[src/rtl/mem_arb_pkg.sv]
// Shared definitions for the mem_1r1w two-requester arbiter: requester IDs,
// counter defaults and a small one-hot helper.
package mem_arb_pkg;

    typedef enum logic {
        REQ_M0 = 1'b0,
        REQ_M1 = 1'b1
    } req_id_e;

    localparam int                   CNT_W_DEF   = 16;
    localparam logic [CNT_W_DEF-1:0] CNT_SAT_DEF = {CNT_W_DEF{1'b1}};

    function automatic logic [1:0] id_onehot(input req_id_e id);
        return (id == REQ_M1) ? 2'b10 : 2'b01;
    endfunction

endpackage

[src/rtl/rr_arb2.sv]
// Two-way round-robin arbiter. Grants are combinational from req and the
// preference pointer; the pointer flips to the other requester after any grant.
module rr_arb2
    import mem_arb_pkg::*;
(
    input  logic       clk,
    input  logic       rst,
    input  logic [1:0] req,
    output logic [1:0] gnt
);

    req_id_e pref_q;
    req_id_e pref_d;

    // NOTE: every always_comb output gets a default first so no path leaves it
    // unassigned, which would otherwise infer a latch.
    always_comb begin
        gnt = 2'b00;
        if (rst) begin
            case (req)
                2'b01:   gnt = 2'b01;
                2'b10:   gnt = 2'b10;
                2'b11:   gnt = id_onehot(pref_q);
                default: gnt = 2'b00;
            endcase
        end
    end

    always_comb begin
        pref_d = pref_q;
        if (gnt[0]) begin
            pref_d = REQ_M1;
        end else if (gnt[1]) begin
            pref_d = REQ_M0;
        end
    end

    // NOTE: sequential state uses non-blocking assignment so every flop samples
    // the pre-edge value of its inputs, independent of block ordering.
    always_ff @(posedge clk or negedge rst) begin
        if (!rst) begin
            pref_q <= REQ_M0;
        end else begin
            pref_q <= pref_d;
        end
    end

endmodule

[src/rtl/mem_1r1w_arbiter.sv]
// Shares one mem_1r1w between requesters m0 and m1 with independent round-robin
// read/write channels. Optional read-after-write forwarding: MEM_ARB_RAW_FWD_EN.
module mem_1r1w_arbiter
    import mem_arb_pkg::*;
#(
    parameter int DATA_W = 32,
    parameter int ADDR_W = 4,
    parameter int CNT_W  = CNT_W_DEF
) (
    input  logic              clk,
    input  logic              rst,

    input  logic              m0_rd_req,
    input  logic [ADDR_W-1:0] m0_rd_addr,
    output logic              m0_rd_gnt,
    output logic              m0_rd_vld,
    output logic [DATA_W-1:0] m0_rd_data,
    input  logic              m1_rd_req,
    input  logic [ADDR_W-1:0] m1_rd_addr,
    output logic              m1_rd_gnt,
    output logic              m1_rd_vld,
    output logic [DATA_W-1:0] m1_rd_data,

    input  logic              m0_wr_req,
    input  logic [ADDR_W-1:0] m0_wr_addr,
    input  logic [DATA_W-1:0] m0_wr_data,
    output logic              m0_wr_gnt,
    input  logic              m1_wr_req,
    input  logic [ADDR_W-1:0] m1_wr_addr,
    input  logic [DATA_W-1:0] m1_wr_data,
    output logic              m1_wr_gnt,

    output logic [ADDR_W-1:0] mem_rd_addr0,
    output logic [ADDR_W-1:0] mem_wr_addr0,
    output logic [DATA_W-1:0] mem_wr_din0,
    output logic              mem_we0,
    input  logic [DATA_W-1:0] mem_rd_dout0,

    output logic [CNT_W-1:0]  rd_conflict_cnt,
    output logic [CNT_W-1:0]  wr_conflict_cnt
);

    localparam logic [CNT_W-1:0] CNT_SAT = {CNT_W{1'b1}};

    logic [1:0] rd_req;
    logic [1:0] rd_gnt;
    logic [1:0] wr_req;
    logic [1:0] wr_gnt;

    assign rd_req = {m1_rd_req, m0_rd_req};
    assign wr_req = {m1_wr_req, m0_wr_req};

    rr_arb2 u_rd_arb (
        .clk (clk),
        .rst (rst),
        .req (rd_req),
        .gnt (rd_gnt)
    );

    rr_arb2 u_wr_arb (
        .clk (clk),
        .rst (rst),
        .req (wr_req),
        .gnt (wr_gnt)
    );

    assign m0_rd_gnt = rd_gnt[0];
    assign m1_rd_gnt = rd_gnt[1];
    assign m0_wr_gnt = wr_gnt[0];
    assign m1_wr_gnt = wr_gnt[1];

    // Idle channels park on m0's address/data so the memory inputs never float.
    always_comb begin
        mem_wr_addr0 = m0_wr_addr;
        mem_wr_din0  = m0_wr_data;
        if (wr_gnt[1]) begin
            mem_wr_addr0 = m1_wr_addr;
            mem_wr_din0  = m1_wr_data;
        end
        mem_we0 = |wr_gnt;
    end

    always_comb begin
        mem_rd_addr0 = m0_rd_addr;
        if (rd_gnt[1]) begin
            mem_rd_addr0 = m1_rd_addr;
        end
    end

    logic    rd_vld_q;
    logic    rd_vld_d;
    req_id_e rd_owner_q;
    req_id_e rd_owner_d;

    always_comb begin
        rd_vld_d   = |rd_gnt;
        rd_owner_d = rd_owner_q;
        if (rd_gnt[1]) begin
            rd_owner_d = REQ_M1;
        end else if (rd_gnt[0]) begin
            rd_owner_d = REQ_M0;
        end
    end

    always_ff @(posedge clk or negedge rst) begin
        if (!rst) begin
            rd_vld_q   <= 1'b0;
            rd_owner_q <= REQ_M0;
        end else begin
            rd_vld_q   <= rd_vld_d;
            rd_owner_q <= rd_owner_d;
        end
    end

    assign m0_rd_vld = rd_vld_q && (rd_owner_q == REQ_M0);
    assign m1_rd_vld = rd_vld_q && (rd_owner_q == REQ_M1);

    logic [DATA_W-1:0] rd_data_mux;

`ifdef MEM_ARB_RAW_FWD_EN
    logic              fwd_q;
    logic              fwd_d;
    logic [DATA_W-1:0] fwd_data_q;
    logic [DATA_W-1:0] fwd_data_d;

    always_comb begin
        fwd_d      = (|rd_gnt) && (|wr_gnt) && (mem_rd_addr0 == mem_wr_addr0);
        fwd_data_d = fwd_d ? mem_wr_din0 : fwd_data_q;
    end

    always_ff @(posedge clk or negedge rst) begin
        if (!rst) begin
            fwd_q <= 1'b0;
        end else begin
            fwd_q <= fwd_d;
        end
    end

    // NOTE: the forwarded data register is left without reset; it is only
    // observed while fwd_q is set, and fwd_q itself is reset.
    always_ff @(posedge clk) begin
        fwd_data_q <= fwd_data_d;
    end

    always_comb begin
        rd_data_mux = fwd_q ? fwd_data_q : mem_rd_dout0;
    end
`else
    always_comb begin
        rd_data_mux = mem_rd_dout0;
    end
`endif

    assign m0_rd_data = rd_data_mux;
    assign m1_rd_data = rd_data_mux;

    logic [CNT_W-1:0] rd_cnt_q;
    logic [CNT_W-1:0] rd_cnt_d;
    logic [CNT_W-1:0] wr_cnt_q;
    logic [CNT_W-1:0] wr_cnt_d;

    // Contention is counted on requests, not grants, and holds at all-ones.
    always_comb begin
        rd_cnt_d = rd_cnt_q;
        wr_cnt_d = wr_cnt_q;
        if ((&rd_req) && (rd_cnt_q != CNT_SAT)) begin
            rd_cnt_d = rd_cnt_q + CNT_W'(1);
        end
        if ((&wr_req) && (wr_cnt_q != CNT_SAT)) begin
            wr_cnt_d = wr_cnt_q + CNT_W'(1);
        end
    end

    always_ff @(posedge clk or negedge rst) begin
        if (!rst) begin
            rd_cnt_q <= '0;
            wr_cnt_q <= '0;
        end else begin
            rd_cnt_q <= rd_cnt_d;
            wr_cnt_q <= wr_cnt_d;
        end
    end

    assign rd_conflict_cnt = rd_cnt_q;
    assign wr_conflict_cnt = wr_cnt_q;

endmodule

[config.mk]
export PLATFORM = sky130hd
export DESIGN_NAME = mem_1r1w_arbiter
export DESIGN_NICKNAME = d
export VERILOG_FILES = /design/src/rtl/mem_arb_pkg.sv /design/src/rtl/rr_arb2.sv /design/src/rtl/mem_1r1w_arbiter.sv
export SDC_FILE = /design/constraint.sdc
export NUM_CORES = 1
export LEC_CHECK = 0
export BUFFER_PORTS_ARGS = -buffer_cell sky130_fd_sc_hd__clkbuf_2
export CAP_MARGIN = 20
export CORE_MARGIN = 10
export CORE_UTILIZATION = 34
export DETAILED_ROUTE_END_ITERATION = 10
export HOLD_SLACK_MARGIN = 0.03
export PLACE_DENSITY = 0.83
export SYNTH_ARGS = -nofsm -noshare
export SYNTH_HDL_FRONTEND = slang
export SYNTH_SLANG_ARGS = --single-unit
[constraint.sdc]
create_clock -name clk -period 1.8 [get_ports clk]
set_clock_uncertainty 0.15 [all_clocks]
set_input_delay 0.09 -clock clk [delete_from_list [all_inputs] [get_ports clk]]
set_output_delay 0.09 -clock clk [all_outputs]
set_load 0.01 [all_outputs]
=== Word-level counts from Yosys, hierarchy flattened ===
Index checks and enable logic that the tools add are counted.

* Flip-flop bits (word level): 36
* Output and inout port bits: 143
* Word-level logic and storage cells: 42
* Input port bits: 118

* Eq/ne operators: 8
* Multiplexer cells: 15
* Bitwise logic cells: 1
* Reduce and logical (&&, ||, !) cells: 10
* Add/subtract/negate cells: 2

{| class="wikitable"
|+ Operator list
! kind !! number
|-
| adder 16 x 1 -> 16 bit, second input constant || 2
|-
| two-way mux 32 bit || 1
|-
| != test 16 bit, second input constant || 2
|-
| one-hot mux 2 bit (3 select lines) || 2
|-
| == test 2 bit, second input constant || 4
|-
| two-way mux 2 bit || 4
|-
| two-way mux 4 bit || 2
|-
| two-way mux 1 bit || 6
|-
| == test 2 x 1 -> 1 bit, second input constant || 2
|-
| logical AND 1 bit || 4
|-
| AND reduction 2 bit || 2
|-
| nonzero test 2 bit || 2
|-
| OR reduction 2 bit || 2
|-
| inverter 1 bit || 1
|}

=== Logic depth before layout (Yosys ltp) ===
Gate-level depths: netlist (run 1).

* Depth after elaboration: 5
* Gate-level depth with buffers: 5
* Gate-level depth less buffers: 5

=== By module ===
Synthesis (run 1) repeated with hierarchy kept, for this count alone.

* Cell total of the unflattened synthesis: 276
* Area total of the unflattened synthesis: 2,751.4 um2

{| class="wikitable"
|+ By module, submodules not included
! module !! times used !! cells each !! sequential area each (um2) !! area an instance (um2)
|-
| mem_1r1w_arbiter || 1 || 258 || 850.8 || 2,613.8
|-
| rr_arb2 || 2 || 9 || 25.0 || 68.8
|}

=== Least setup slack after synthesis (run 1) ===
OpenSTA, ideal clock, no wires.

* Path type: reg2reg
* Start point: register rd_cnt_q[5], in the netlist rd_conflict_cnt[5]
* End point: register rd_cnt_q[1], in the netlist rd_conflict_cnt[1]
* Library setup time: 0.125 ns
* Cell stages (with the launch flop): 6
* Path buffers: 1
* Path slack: -0.108 ns
* Period minus slack after synthesis: 1.908 ns
* Data arrival time: 1.633 ns
* Data required time: 1.525 ns
* Path through: dfrtp_1 -> nand4_2 -> or2_0 -> buf_2 -> o311a_4 -> mux2_4

* Cells in the longest elaborated chain, start to end: 2

{| class="wikitable"
|+ RTL lines
! what !! line !! text
|-
| start, declared || mem_1r1w_arbiter.sv:157 || <nowiki>logic [CNT_W-1:0] rd_cnt_q;</nowiki>
|-
| start signal, assigned || mem_1r1w_arbiter.sv:179 || <nowiki>rd_cnt_q <= rd_cnt_d;</nowiki>
|-
| != test 16 bit || mem_1r1w_arbiter.sv:166 || <nowiki>if ((&rd_req) && (rd_cnt_q != CNT_SAT)) begin</nowiki>
|-
| logical AND 1 bit || mem_1r1w_arbiter.sv:166 ||
|}

No other way between the ends.
A chain may end at the register's enable or synchronous reset.

=== Worst setup path after layout (run 1) ===
* Start point: register u_wr_arb.pref_q
* End point: output mem_wr_din0[27]

* Cells in the longest elaborated chain, start to end: 4

{| class="wikitable"
|+ RTL lines
! what !! line !! text
|-
| start, declared || rr_arb2.sv:12 || <nowiki>req_id_e pref_q;</nowiki>
|-
| start signal, assigned || rr_arb2.sv:44 || <nowiki>pref_q <= pref_d;</nowiki>
|-
| two-way mux 2 bit || mem_arb_pkg.sv:14 || <nowiki>return (id == REQ_M1) ? 2'b10 : 2'b01;</nowiki>
|-
| one-hot mux 2 bit (3 select lines) || rr_arb2.sv:20 || <nowiki>case (req)</nowiki>
|-
| two-way mux 2 bit || rr_arb2.sv:19 || <nowiki>if (rst) begin</nowiki>
|-
| two-way mux 32 bit || mem_1r1w_arbiter.sv:76 || <nowiki>if (wr_gnt[1]) begin</nowiki>
|-
| end, declared || mem_1r1w_arbiter.sv:35 || <nowiki>output logic [DATA_W-1:0] mem_wr_din0,</nowiki>
|}

No other way between the ends.

==> summary.txt, run 1 <==
Power
  • Net Sw Power: 1.07 mW
  • Clock network fraction of design power: 0.195
  • Design Power: 3.03 mW
  • P per Cell Area: 733 nW/um^2
  • Power share of the sequential group: 0.375
  • Int Pwr: 1.96 mW
  • Static leakage: 2.11 nW
  • Peak supply drop: 643 uV
  • Switching Fraction: 0.353
  • Fraction of power consumed by combinational cells: 0.430

Logic synthesis
  • Instance count of the mapped netlist: 278
  • Share of synthesized area occupied by flip-flops and latches: 0.326
  • Leading cell types by total area after synthesis: sky130_fd_sc_hd__dfrtp_1 33%, sky130_fd_sc_hd__mux2_2 18%, sky130_fd_sc_hd__buf_4 17%
  • Post-synthesis register bit count: 36
  • Mapped Avg Cell Area: 9.95 sq um
  • Number of distinct library cells after synthesis: 40
  • Proportion of netlist area held by the largest area contributor: 0.326
  • Synthesis warning total: 0
  • Net Count, Synth: 398
  • Area of the mapped netlist: 2770 sq um
  • Cell taking the most area after synthesis: sky130_fd_sc_hd__dfrtp_1

Clock network
  • Number of buffers added by the clock tree synthesis step: 5
  • Clock transition time at the flip-flop clock pins of the worst setup and hold paths: 0.07 ns
  • Latest clock arrival within the worst-skew pair: 0.29 ns
  • H-tree depth: 2
  • CTS Root Buffer Type: sky130_fd_sc_hd__clkbuf_8
  • TritonCTS clock tree: done
  • Clock sink count: 36
  • CTS max path bufs: 2

Final layout
  • Final std cells w/o fill: 528
  • Layout overhead on the synthesized area: 49.7%
  • Top library cells by usage in the layout, fill and taps aside: 138 x sky130_fd_sc_hd__clkbuf_2, 34 x sky130_fd_sc_hd__buf_4, 32 x sky130_fd_sc_hd__dfrtp_1
  • Final core area utilization: 0.530
  • Footprint of the flip-flops and latches: 906 sq um
  • Multi-input gate area: 1560 sq um
  • Diodes inserted: 0
  • Post-route cell area: 4140 sq um
  • Nets: 545
  • Fraction of final layout cells with drive strength greater than 1: 0.674
  • Most common library cell in the layout ignoring fill and taps: sky130_fd_sc_hd__clkbuf_2
  • Number of fill cells in the layout: 702

Setup path
  • Arrival time of data at the critical path endpoint: 1.64 ns
  • Category of the critical setup timing path: reg2out
  • Worst reg-to-reg setup slack: 0.04 ns
  • Critical-path maximum fanout: 9
  • Critical path capture point type: output port
  • Startpoint type of the worst setup path: flop
  • Reg-to-Reg End: rd_conflict_cnt[11]$_DFFE_PN0P_
  • Worst R2R Start: rd_conflict_cnt[0]$_DFFE_PN0P_
  • Reg2Reg Depth: 4
  • WP data required: 1.56 ns

Timing
  • Minimum clock period after layout: 1.88 ns
  • Max Freq: 0.531 GHz
  • Sum of negative setup slack: -2.13 ns
  • Number of slew-limit violations in the final report: 0
  • Final worst-path cycle share: 1.05
  • Unrepaired setup endpoints after global routing: yes
  • Worst Hold Margin: 0.0300 ns
  • Count of endpoints failing setup in the final report: 36
  • Final setup margin: -0.0820 ns
  • Worst slew margin: 0.390
  • Slew @ Worst Pin: 0.912 ns
  • Hold violation total from the final report: 0

Outcome
  • Violations in the final reports: setup timing
  • Result of the run: complete, but fails checks

Min path
  • Hold Crit Start: mem_rd_dout0[23]
  • Hold-critical path depth: 0
  • Worst min path class: in2out
  • Worst Hold End: m1_rd_data[23]

Detailed routing
  • Post-route antenna net violation count: 0
  • Drt wl/cell: 22.2 microns
  • Number of DRC markers after the initial detailed-route iteration: 102
  • Initial DRT Pass Iterations: 5
  • DRC: 0
  • Via count: 2,729
  • Drt via density: 5.17
  • Detailed Route WL: 11,700 microns

Global route
  • Maximum number of pins on one net before global-route repair: 21
  • Global-route wire length before repair: 15,700 microns
  • Vias in the first global route: 2,913
  • Global route total overflow: 0
  • Gr usage total: 0.166
  • Initial antenna violation count: 0

Place
  • DPL Wire Length: 9050 microns
  • Post-placement setup slack: -0.0467 ns
  • Total instance count after detailed placement: 504
  • Port Buffer Count: 164
  • Cell Area, Placed: 3460 sq um
  • Final GP Congestion: 0.852

Floorplan
  • Die X-Extent: 110 microns
  • Effective utilization at floorplan: 0.354
  • Die Outline Area: 12,100 sq um
  • Die height: 110 microns
  • Num rows: 32
  • I/O pin cnt: 261
  • Core ar.: 7810 sq um

Flow run
  • Max-Cap Viols: 0
-- repair_timing --
action,CTS,global route
resized for setup,22,94
gates cloned,2,4
endpoints found under the hold margin,38,0
hold buffers,4,0
endpoints found under the setup margin,41,60
buffers inserted,5,3
pin swaps,2,2
-- critical path: stages (launching register included) --
cell and delay, ns:
sky130_fd_sc_hd__dfrtp_1 0.36, sky130_fd_sc_hd__inv_2 0.05, sky130_fd_sc_hd__a21oi_4 0.16, sky130_fd_sc_hd__buf_12 0.16, sky130_fd_sc_hd__buf_12 0.13, sky130_fd_sc_hd__mux2_2 0.33
sky130_fd_sc_hd__clkbuf_2 0.14
-- cell usage after synthesis (all sizes together) --
cell type	count
nor2	9
dfrtp	36
nand4b	1
nor4b	1
and3	4
buf	68
nor3b	3
and4	4
clkbuf	2
nand2	17
mux2	46
or2	1
nand4	13
o211ai	1
a31oi	3
nand2b	1
o21bai	1
xnor2	7
nand3	5
a41oi	1
or3	1
o21a	3
a21oi	5
nor2b	3
o311a	1
o2111ai	1
inv	4
xor2	14
ha	2
nor3	8
o2111a	1
o21ai	3
nor4	6
and2	2
-- sequential cells by signal (all words and copies together) (netlist names) --
signal	flops
rd_conflict_cnt	16
rd_owner_q	1
rd_vld_q	1
u_rd_arb.pref_q	1
u_wr_arb.pref_q	1
wr_conflict_cnt	16
-- logic make-up after synthesis --
logic type / share of synthesized area
fa+ha+maj: 0.00905
buf+inv: 0.189
mux: 0.189
simple gates: 0.167
xor+xnor: 0.0665
compound gates: 0.0543
flops: 0.326
-- power groups by stage --
| stage | clock (mW) | sequential (mW) | combinational [mW] |
|---|---|---|---|
| 2_1_floorplan | 0 | 1.20 | 0.582 |
| 3_3_place_gp | 0 | 1.12 | 1.03 |
| 3_5_place_dp | 0 | 1.14 | 1.05 |
| 4_1_cts | 0.600 | 1.12 | 1.14 |
| 5_1_grt | 0.631 | 1.16 | 1.42 |
| 6_report | 0.593 | 1.14 | 1.30 |
-- area by class of cell --
| cell class | instances | share of cell area |
|---|---|---|
| Inverter | 4 | 0.00363 |
| Sequential cell | 36 | 0.219 |
| Multi-Input combinational cell | 168 | 0.376 |
| Timing Repair Buffer | 210 | 0.349 |
| Clock buffer | 8 | 0.0218 |
| Tap cell | 102 | 0.0308 |
-- worst max path at each step --
stage,slack (ns),cells after the start,start,end
4_1_cts,-0.14,6,u_wr_arb.pref_q$_DFFE_PN0P_,mem_wr_din0[27]
2_1_floorplan,-0.01,5,rd_conflict_cnt[10]$_DFFE_PN0P_,rd_conflict_cnt[1]$_DFFE_PN0P_
6_report,-0.08,6,u_wr_arb.pref_q$_DFFE_PN0P_,mem_wr_din0[27]
3_5_place_dp,-0.05,5,wr_conflict_cnt[1]$_DFFE_PN0P_,wr_conflict_cnt[1]$_DFFE_PN0P_
5_1_grt,-0.14,6,u_wr_arb.pref_q$_DFFE_PN0P_,mem_wr_din0[27]
3_3_place_gp,0.05,5,wr_conflict_cnt[1]$_DFFE_PN0P_,wr_conflict_cnt[1]$_DFFE_PN0P_
-- per-layer routing --
metal / vias to the layer above / wire, microns / global-route usage
li1: 1218 / - / -
met3: 21 / 1470 / 0.0725
met1: 1310 / 4100 / 0.178
met5: - / 0 / 0
met4: 0 / 227 / 0.0477
met2: 180 / 5910 / 0.291
Power figures use the tool's default switching activity.
==> run 2, diff against run 1 <==
CTS_CLUSTER_SIZE = 28   (was default)
clock period = 1.63 ns   (was 1.8 ns; I/O delays follow)
==> run 2 against run 1 <==
  * The flow still finishes with violations (setup timing)
  * Global-route usage increased by 1.7 points
  * Critical path depth unchanged
  * Final cell count is 10% higher
  * Die area unchanged
  * Hold slack improved by 0.075 ns
  * Non-clock buffer count increased by 53
  * Largest power group unchanged
  * Highest routed layer unchanged
==> summary.txt, run 2 (same netlist as run 1, synthesis figures left out) <==
Outcome
  • Result of the run: complete, but fails checks (unchanged)
  • Violations in the final reports: setup timing (unchanged)

Timing
  • Count of endpoints failing setup in the final report: 57 (was 36)
  • Minimum clock period after layout: 1.86 ns
  • Worst slew margin: 0.572 (was 0.390)
  • Sum of negative setup slack: -7.58 ns (was -2.13 ns)
  • Final worst-path cycle share: 1.14
  • Final setup margin: -0.231 ns (was -0.0820 ns)
  • Unrepaired setup endpoints after global routing: yes (unchanged)
  • Slew @ Worst Pin: 0.641 ns (was 0.912 ns)
  • Max Freq: 0.537 GHz
  • Hold violation total from the final report: 0 (unchanged)
  • Number of slew-limit violations in the final report: 0 (unchanged)

Power
  • Peak supply drop: 789 uV (was 643 uV)
  • Static leakage: 2.33 nW (was 2.11 nW)
  • P per Cell Area: 787 nW/um^2 (was 733 nW/um^2)

Setup path
  • Worst reg-to-reg setup slack: -0.08 ns (was 0.04 ns)
  • Category of the critical setup timing path: reg2out (unchanged)
  • Arrival time of data at the critical path endpoint: 1.63 ns (was 1.64 ns)
  • Critical-path maximum fanout: 5 (was 9)
  • CP cell instances: inv_2, a21oi_4, buf_12, buf_6, mux2_2, clkbuf_2 (was inv_2, a21oi_4, buf_12, buf_12, mux2_2, clkbuf_2)
  • Largest stage delay on the critical path: 0.36 ns (about the same)
  • Startpoint type of the worst setup path: flop (unchanged)
  • WP data required: 1.40 ns (was 1.56 ns)
  • Slowest stage cell on the critical path: sky130_fd_sc_hd__dfrtp_1 (unchanged)
  • Critical path capture point type: output port (unchanged)

Final layout
  • Top library cells by usage in the layout, fill and taps aside: 146 x sky130_fd_sc_hd__clkbuf_2, 47 x sky130_fd_sc_hd__buf_4, 39 x sky130_fd_sc_hd__dlygate4sd3_1 (was 138 x sky130_fd_sc_hd__clkbuf_2, 34 x sky130_fd_sc_hd__buf_4, 32 x sky130_fd_sc_hd__dfrtp_1)
  • Fraction of final layout cells with drive strength greater than 1: 0.678 (was 0.674)
  • Most common library cell in the layout ignoring fill and taps: sky130_fd_sc_hd__clkbuf_2 (unchanged)
  • Number of fill cells in the layout: 632 (was 702)
  • Diodes inserted: 0 (unchanged)
  • Post-route cell area: 4710 sq um (was 4140 sq um)
  • Layout overhead on the synthesized area: 70.2% (was 49.7%)
  • Nets: 598 (was 545)

Detailed routing
  • Via count: 2,972 (was 2,729)
  • Initial DRT Pass Iterations: 4 (was 5)
  • Number of DRC markers after the initial detailed-route iteration: 121 (was 102)
  • Drt wl/cell: 23.0 microns (was 22.2 microns)
  • Post-route antenna net violation count: 0 (unchanged)
  • Drt via density: 5.12 (was 5.17)
  • DRC: 0 (unchanged)
  • Detailed Route WL: 13,300 microns (was 11,700 microns)

Global route
  • Maximum number of pins on one net before global-route repair: 38 (was 21)
  • Global-route wire length before repair: 17,300 microns (was 15,700 microns)
  • Global route total overflow: 0 (unchanged)
  • Gr usage total: 0.183 (was 0.166)
  • Vias in the first global route: 3,118 (was 2,913)
  • Initial antenna violation count: 0 (unchanged)

Min path
  • Worst min path class: in2reg (was in2out)

Floorplan
  • Die height: 110 microns (unchanged)
  • Core ar.: 7810 sq um (unchanged)
  • I/O pin cnt: 261 (unchanged)
  • Num rows: 32 (unchanged)
  • Effective utilization at floorplan: 0.354 (unchanged)
  • Die X-Extent: 110 microns (unchanged)
  • Die Outline Area: 12,100 sq um (unchanged)

Clock network
  • CTS Root Buffer Type: sky130_fd_sc_hd__clkbuf_8 (unchanged)
  • Number of buffers added by the clock tree synthesis step: 5 (unchanged)
  • Latest clock arrival within the worst-skew pair: 0.28 ns (was 0.29 ns)
  • Clock sink count: 36 (unchanged)
  • CTS max path bufs: 2 (unchanged)
  • H-tree depth: 2 (unchanged)
  • Clock transition time at the flip-flop clock pins of the worst setup and hold paths: 0.07 ns (about the same)
  • TritonCTS clock tree: done (unchanged)

Place
  • Cell Area, Placed: 3620 sq um (was 3460 sq um)
  • DPL Wire Length: 8970 microns (was 9050 microns)
  • Final GP Congestion: 0.925 (was 0.852)
  • Port Buffer Count: 164 (unchanged)

Flow run
  • Max-Cap Viols: 0 (unchanged)
-- run 2: changes by cell type in the layout (fill, tap and decap cells not counted), moves of 4 or more --
cell                            delta
sky130_fd_sc_hd__dlygate4sd3_1    +35
sky130_fd_sc_hd__buf_4            +13
sky130_fd_sc_hd__dfrtp_1           -5
sky130_fd_sc_hd__clkbuf_2          +8
sky130_fd_sc_hd__buf_8             -4
sky130_fd_sc_hd__nor3_4            +4
sky130_fd_sc_hd__dfrtp_2           +5
-- run 2: final timing paths --
kind                                                     start                         endpoint  cells past startpoint
worst min-delay path                                 m1_rd_req           rd_owner_q$_DFFE_PN0P_                      3
worst min register to register     u_rd_arb.pref_q$_DFFE_PN0P_      u_rd_arb.pref_q$_DFFE_PN0P_                      1
max in group asynchronous                                  rst   wr_conflict_cnt[9]$_DFFE_PN0P_                      4
worst max register to register  rd_conflict_cnt[0]$_DFFE_PN0P_  rd_conflict_cnt[14]$_DFFE_PN0P_                      5
worst max-delay path               u_wr_arb.pref_q$_DFFE_PN0P_                  mem_wr_din0[13]                      6
min in group asynchronous                                  rst  rd_conflict_cnt[14]$_DFFE_PN0P_                      3
-- run 2: where the power goes --
part / internal, mW / switching [mW]
logic: 0.896 / 0.864
clock network: 0.386 / 0.306
registers: 1.07 / 0.183
total: 2.35 / 1.35
-- run 2: repair_timing --
action	in CTS	in global routing
hold buffers	39	0
pin swaps	18	18
gates resized for setup	26	90
cloned	0	5
buffers inserted	4	3
endpoints found under the hold margin	92	0
endpoints found under the setup margin	60	68
-- run 2: metrics by stage --
step	power, mW	setup WS (ns)	hold slack [ns]	instances	utilization
after global placement	2.53	-0.118	-0.0244	523	0.464
after CTS	3.49	-0.247	0.0308	574	0.546
after detailed placement	2.58	-0.136	-0.0452	523	0.464
after global routing	3.92	-0.287	0.125	581	0.603
after floorplan	1.98	-0.181	-0.364	278	-
final	3.70	-0.231	0.105	581	0.603
-- run 2: per-layer routing --
layer / track usage / routed length [microns] / vias to the layer above
met4: 0.0642 / 246 / 0
li1: - / - / 1323
met3: 0.0488 / 1280 / 20
met5: 0 / 0 / -
met2: 0.358 / 7580 / 181
met1: 0.180 / 4220 / 1448
-- run 2: worst max-delay path, delay by kind of cell, from the launching register on --
kind                   cells  cell delay, ns
buffers and inverters      4            0.46
DFF                        1            0.36
muxes                      1            0.34
AOI/OAI and AO/OA          1            0.18
-- run 2: final cells by class --
cell class                 instances  area [sq um]  share of cell area
tap                              102           128              0.0271
sequential                        36           912               0.194
inverter                           4          15.0             0.00319
multi-input combinational        168          1670               0.356
clock buffer                       8           100              0.0213
timing repair buffer             263          1880               0.399
